### src/rtl/song_pkg.sv
// Shared constants, entry layout and FSM states for the song sequencer.
package song_pkg;

  localparam int WAIT_BIT = 15;
  localparam int NOTE_MSB = 14;
  localparam int NOTE_LSB = 9;
  localparam int DUR_MSB  = 8;
  localparam int DUR_LSB  = 3;

  localparam int SONG_LEN  = 32;
  localparam int NUM_SONGS = 4;
  localparam int IDX_W     = $clog2(SONG_LEN);
  localparam int SEL_W     = $clog2(NUM_SONGS);
  localparam int FLD_W     = NOTE_MSB - NOTE_LSB + 1;

  localparam logic [IDX_W-1:0] IDX_LAST = IDX_W'(SONG_LEN - 1);

  typedef enum logic [2:0] {
    ST_IDLE,
    ST_FETCH,
    ST_DECODE,
    ST_WAIT_BEATS,
    ST_DONE
  } state_e;

  typedef struct packed {
    logic             is_wait;
    logic [FLD_W-1:0] val;
    logic [FLD_W-1:0] dur;
  } entry_t;

  function automatic entry_t decode_entry(input logic [15:3] raw);
    entry_t e;
    e.is_wait = raw[WAIT_BIT];
    e.val     = raw[NOTE_MSB:NOTE_LSB];
    e.dur     = raw[DUR_MSB:DUR_LSB];
    return e;
  endfunction

endpackage

### src/rtl/song_sequencer_voice_alloc.sv
// Lowest-index free voice picker: one-hot grant plus all-busy flag.
module voice_alloc #(
  parameter int N = 3
) (
  input  logic [N-1:0] busy_i,
  output logic [N-1:0] grant_o,
  output logic         none_free_o
);

  // Scan high to low so the lowest free index is the last writer.
  always_comb begin
    grant_o = '0;
    for (int i = N - 1; i >= 0; i--) begin
      if (!busy_i[i]) begin
        grant_o    = '0;
        grant_o[i] = 1'b1;
      end
    end
  end

  assign none_free_o = &busy_i;

endmodule

### src/rtl/song_sequencer.sv
// Walks a 32-entry song in ROM, dispatching notes to free voices
// and holding on wait entries for a number of beats.
module song_sequencer
  import song_pkg::*;
#(
  parameter int NUM_VOICES = 3
) (
  input  logic                  clk,
  input  logic                  reset_n,
  input  logic                  play,
  input  logic [1:0]            song_sel,
  input  logic                  beat,
  output logic [6:0]            rom_addr,
  input  logic [15:0]           rom_dout,
  input  logic [NUM_VOICES-1:0] voice_busy,
  output logic [NUM_VOICES-1:0] voice_load,
  output logic [5:0]            voice_note,
  output logic [5:0]            voice_duration,
  output logic                  playing,
  output logic                  song_done
);

  state_e                  state_q, state_d;
  logic [IDX_W-1:0]        idx_q, idx_d;
  logic [FLD_W-1:0]        wcnt_q, wcnt_d;
  logic [SEL_W-1:0]        sel_q, sel_d;
  logic [NUM_VOICES-1:0]   load_q, load_d;
  logic [FLD_W-1:0]        note_q, note_d;
  logic [FLD_W-1:0]        dur_q, dur_d;
  logic                    playing_q, playing_d;
  logic                    done_q, done_d;

  logic [NUM_VOICES-1:0]   grant;
  logic                    none_free;
  logic                    adv;
  logic                    active;
  entry_t                  ent;
  logic                    unused_rsvd;

  assign ent         = decode_entry(rom_dout[15:3]);
  assign unused_rsvd = ^rom_dout[2:0];
  assign active      = (state_q != ST_IDLE);

  voice_alloc #(
    .N (NUM_VOICES)
  ) u_alloc (
    .busy_i      (voice_busy),
    .grant_o     (grant),
    .none_free_o (none_free)
  );

  always_comb begin
    state_d = state_q;
    idx_d   = idx_q;
    wcnt_d  = wcnt_q;
    sel_d   = sel_q;
    load_d  = '0;
    note_d  = note_q;
    dur_d   = dur_q;
    done_d  = 1'b0;
    adv     = 1'b0;

    if (active && (song_sel != sel_q)) begin
      state_d = ST_FETCH;
      idx_d   = '0;
      wcnt_d  = '0;
      sel_d   = song_sel;
    end else if (active && !play) begin
      state_d = state_q;
    end else begin
      unique case (state_q)
        ST_IDLE: begin
          if (play) begin
            state_d = ST_FETCH;
            sel_d   = song_sel;
            idx_d   = '0;
          end
        end
        ST_FETCH: state_d = ST_DECODE;
        ST_DECODE: begin
          unique case (1'b1)
            ent.is_wait && (ent.val == '0): adv = 1'b1;
            ent.is_wait && (ent.val != '0): begin
              wcnt_d  = ent.val;
              state_d = ST_WAIT_BEATS;
            end
            !ent.is_wait && (ent.val == '0): adv = 1'b1;
            !ent.is_wait && (ent.val != '0): begin
              if (!none_free) begin
                load_d = grant;
                note_d = ent.val;
                dur_d  = ent.dur;
                adv    = 1'b1;
              end
            end
          endcase
        end
        ST_WAIT_BEATS: begin
          if (beat) begin
            wcnt_d = wcnt_q - 1'b1;
            adv    = (wcnt_q == FLD_W'(1));
          end
        end
        ST_DONE: begin
          done_d  = 1'b1;
          idx_d   = '0;
          state_d = ST_IDLE;
        end
        default: state_d = ST_IDLE;
      endcase

      if (adv) begin
        if (idx_q == IDX_LAST) begin
          state_d = ST_DONE;
        end else begin
          idx_d   = idx_q + 1'b1;
          state_d = ST_FETCH;
        end
      end
    end

    playing_d = (state_d != ST_IDLE);
  end

  always_ff @(posedge clk or negedge reset_n) begin
    if (!reset_n) begin
      state_q   <= ST_IDLE;
      idx_q     <= '0;
      wcnt_q    <= '0;
      sel_q     <= '0;
      load_q    <= '0;
      note_q    <= '0;
      dur_q     <= '0;
      playing_q <= 1'b0;
      done_q    <= 1'b0;
    end else begin
      state_q   <= state_d;
      idx_q     <= idx_d;
      wcnt_q    <= wcnt_d;
      sel_q     <= sel_d;
      load_q    <= load_d;
      note_q    <= note_d;
      dur_q     <= dur_d;
      playing_q <= playing_d;
      done_q    <= done_d;
    end
  end

  assign rom_addr       = {sel_q, idx_q};
  assign voice_load     = load_q;
  assign voice_note     = note_q;
  assign voice_duration = dur_q;
  assign playing        = playing_q;
  assign song_done      = done_q;

endmodule

### config.mk
export PLATFORM = sky130hd
export DESIGN_NAME = song_sequencer
export DESIGN_NICKNAME = d
export VERILOG_FILES = /design/src/rtl/song_pkg.sv /design/src/rtl/song_sequencer_voice_alloc.sv /design/src/rtl/song_sequencer.sv
export SDC_FILE = /design/constraint.sdc
export NUM_CORES = 1
export LEC_CHECK = 0
export ABC_CLOCK_PERIOD_IN_PS = 2900
export CAP_MARGIN = 40
export CORE_ASPECT_RATIO = 0.8
export CORE_UTILIZATION = 40
export CTS_CLUSTER_DIAMETER = 200
export DETAILED_ROUTE_END_ITERATION = 7
export GPL_TIMING_DRIVEN = 0
export PLACE_DENSITY = 0.69
export SYNTH_ARGS = -nofsm -noshare
export SYNTH_HDL_FRONTEND = slang
export SYNTH_SLANG_ARGS = --single-unit
### constraint.sdc
create_clock -name clk -period 2.9 [get_ports clk]
set_input_delay 0.435 -clock clk [delete_from_list [all_inputs] [get_ports clk]]
set_output_delay 0.435 -clock clk [all_outputs]
set_load 0.005 [all_outputs]
==> flow_summary_export.csv, run 1 <==
group,metric,value,unit
timing,finalSetupTns,0,ns
drt,wl_per_cell,13.9,µm
timing,setup_violations,0,
logic_synthesis,postSynthAreaPerCell,10.4,µm²
critical_path,critPathKind,"input port to flip-flop",
logic_synthesis,ys_warn_count,0,
power,max-vdd-ir-drop,0.309,mV
logic_synthesis,syn-num-nets,196,
clock_network,clock-root-buffer,"clkbuf_8",
logic_synthesis,ys_seq_area_share,47.4,%
clock_network,cts_buffer_depth,2,
drt,dr.first_iter.drc_count,84,
floorplan,dieArea,4620,µm²
logic_synthesis,ys.flop_type,"dfrtp_1",
drt,drt-pass1-iter-count,4,
placement,placed_area,2250,µm²
placement,place_inst,268,
drt,ant_nets,0,
placement,io_buffers,44,
clock_network,cts_tree,"done",
timing,layout_min_cycle_time,2.63,ns
critical_path,required,3.10,ns
logic_synthesis,synth_area,1740,µm²
clock_network,cts_made_buffers,5,
flow_run,maxCapViolCount,0,
clock_network,cts-resized-gates,0,
floorplan,die_h,61.0,µm
finish,layout_commonest_cell,"clkdlybuf4s50_1",
drt,drcViolationCount,0,
floorplan,ios,49,
drt,wirelength,3840,µm
floorplan,core-area,4180,µm²
logic_synthesis,ys_ff_latch,33,
clock_network,cts.sinks,33,
finish,final_cell_mix,"43 x clkdlybuf4s50_1, 33 x dfrtp_1, 19 x nor2_1",
logic_synthesis,async_flop_share,100,%
floorplan,start_util,41.7,%
finish,post-route-cell-area,2330,µm²
finish,drive_above_1_share,14.6,%
clock_network,clk_latency,0.29,ns
clock_network,postCtsHoldBufs,0,
min_path,min_path_type,"input port to asynchronous set/reset pin",
power,p_leak,1.07,nW
clock_network,cts_max_level,2,
timing,holdWs,0.196,ns
timing,finClkSkew,0.00519,ns
power,powerDensity,693,nW/µm²
grt,grt_pass1_wl,6080,µm
placement,post-place-ws,0.0143,ns
grt,grt_max_degree,34,
drt,via_per_inst,5.26,
finish,insertedDiodeCount,0,
finish,final_nets,247,
floorplan,rows,21,
logic_synthesis,synth_cell_type_count,41,
logic_synthesis,syn_inst,167,
grt,track_usage,18.2,%
critical_path,r2r_cells,7,
finish,final_cells,276,
timing,max_slew_margin,47.2,%
timing,rsz0062_at_grt,"false",
timing,hold_violations,0,
grt,globalRouteOverflowTotal,0,
timing,fin_ws,0.270,ns
clock_network,postCtsSetupRepairBufs,0,
finish,post-route-util,55.8,%
critical_path,end_kind,"flip-flop",
placement,dpl.hpwl,2830,µm
finish,syn_to_final_growth,33.8,%
floorplan,die_w,75.8,µm
timing,tightest_slew,0.786,ns
power,power,1.61,mW
run_status,outcome,"finished, final reports clean",
placement,gp_congestion,0.903,
critical_path,critPathMaxFanout,7,
critical_path,worstPathArrival,2.83,ns
critical_path,critPathLaunchType,"input port",
logic_synthesis,synth-edff-count,0,
clock_network,clkTransAtPathRegs,0.07,ns
timing,drv_slew,0,
drt,vias,1451,
grt,antenna_found_initial,0,
grt,grt_pass1_vias,1313,
timing,min_period_over_period,90.7,%
timing,fmaxAchievable,380,MHz
critical path, cell delays in order:
cell and delay (ns):
clkdlybuf4s50_1 0.47, nor4_1 0.70, a211oi_1 0.20, o31ai_1 0.71, o21ai_0 0.18, o21ai_0 0.12
where the power goes:
part | switching (mW) | total (mW) | internal, mW
logic | 0.276 | 0.647 | 0.371
registers | 0.0623 | 0.634 | 0.572
clock network | 0.167 | 0.333 | 0.166
layer usage:
layer / routed length (µm) / global-route usage [%] / vias up
met4: 53 / 8.73 / 0
met2: 1670 / 26.2 / 42
met1: 1890 / 25.0 / 695
li1: - / - / 709
met5: 0 / 0 / -
met3: 227 / 5.56 / 5
cell families (layout without fill, tap and decap cells):
kind of cell             after synthesis  after routing  synth area share (%)
AO/OA/AOI/OAI                         43             43                  16.1
XOR/XNOR                               2              2                  1.01
adder cells (fa/ha/maj)                4              4                  2.87
buffers and inverters                 11             63                  3.09
flip-flops                            33             33                  47.4
multiplexers                          15             15                  11.9
AND/OR/NAND/NOR                       59             59                  17.7
synth_stat cells, types with 2 or more instances:
library cell / n / area, µm²
xnor2_1: 2 / 17.5
a32oi_1: 2 / 17.5
inv_1: 5 / 18.8
nor3b_1: 2 / 15.0
o21ai_0: 11 / 55.1
a22o_1: 2 / 17.5
and3_1: 3 / 18.8
nor3_1: 4 / 20.0
nand3_1: 2 / 10.0
nor2_1: 19 / 71.3
a21oi_1: 10 / 50.1
dfrtp_1: 33 / 826
a211oi_1: 3 / 22.5
o31ai_1: 2 / 15.0
nand2_1: 11 / 41.3
or2_2: 2 / 12.5
nand4_1: 2 / 12.5
clkbuf_1: 3 / 11.3
a21o_1: 4 / 30.0
mux2_2: 5 / 56.3
a31oi_1: 3 / 18.8
nor4_1: 4 / 25.0
mux2_4: 10 / 150
nand2b_1: 2 / 12.5
nand4b_1: 2 / 17.5
ha_1: 4 / 50.1
final cells by class:
type                    count  area [µm²]
clock inverters             2        10.0
repair buffers             44         435
inverters                   5        18.8
clock buffers               6        72.6
well taps                  57        71.3
fillers                   388        1850
flip-flops and latches     33         826
plain buffers               6        35.0
multi-input cells         123         862
flip-flops by register name (all words and copies together) (netlist names):
| signal | flops |
|---|---|
| wcnt_q | 6 |
| song_done | 1 |
| voice_load | 3 |
| playing | 1 |
| state_q | 3 |
| voice_note | 6 |
| voice_duration | 6 |
| idx_q | 5 |
| sel_q | 2 |
final timing paths:
path / from / endpoint / slack (ns)
worst max-delay path: rom_dout[12] / wcnt_q[2] / 0.27
worst min-delay path: reset_n / voice_note[2] / 0.20
worst max register to register: wcnt_q[1] / idx_q[0] / 0.54
worst min register to register: voice_duration[0] / voice_duration[0] / 0.51
max in group asynchronous: reset_n / idx_q[3] / 2.25
min in group clk: voice_duration[0] / voice_duration[0] / 0.51
(Power assumes the default switching activity.)
==> inputs of run 2 (changes only) <==
--- a/config.mk
+++ b/config.mk
@@ -6,7 +6,7 @@
 export NUM_CORES = 1
 export LEC_CHECK = 0
 export ABC_CLOCK_PERIOD_IN_PS = 2900
-export CAP_MARGIN = 40
+export CAP_MARGIN = 25
 export CORE_ASPECT_RATIO = 0.8
 export CORE_UTILIZATION = 40
 export CTS_CLUSTER_DIAMETER = 200
==> results of run 2 <==
No change in the layout: final DEF, timing and power equal those of run 1.
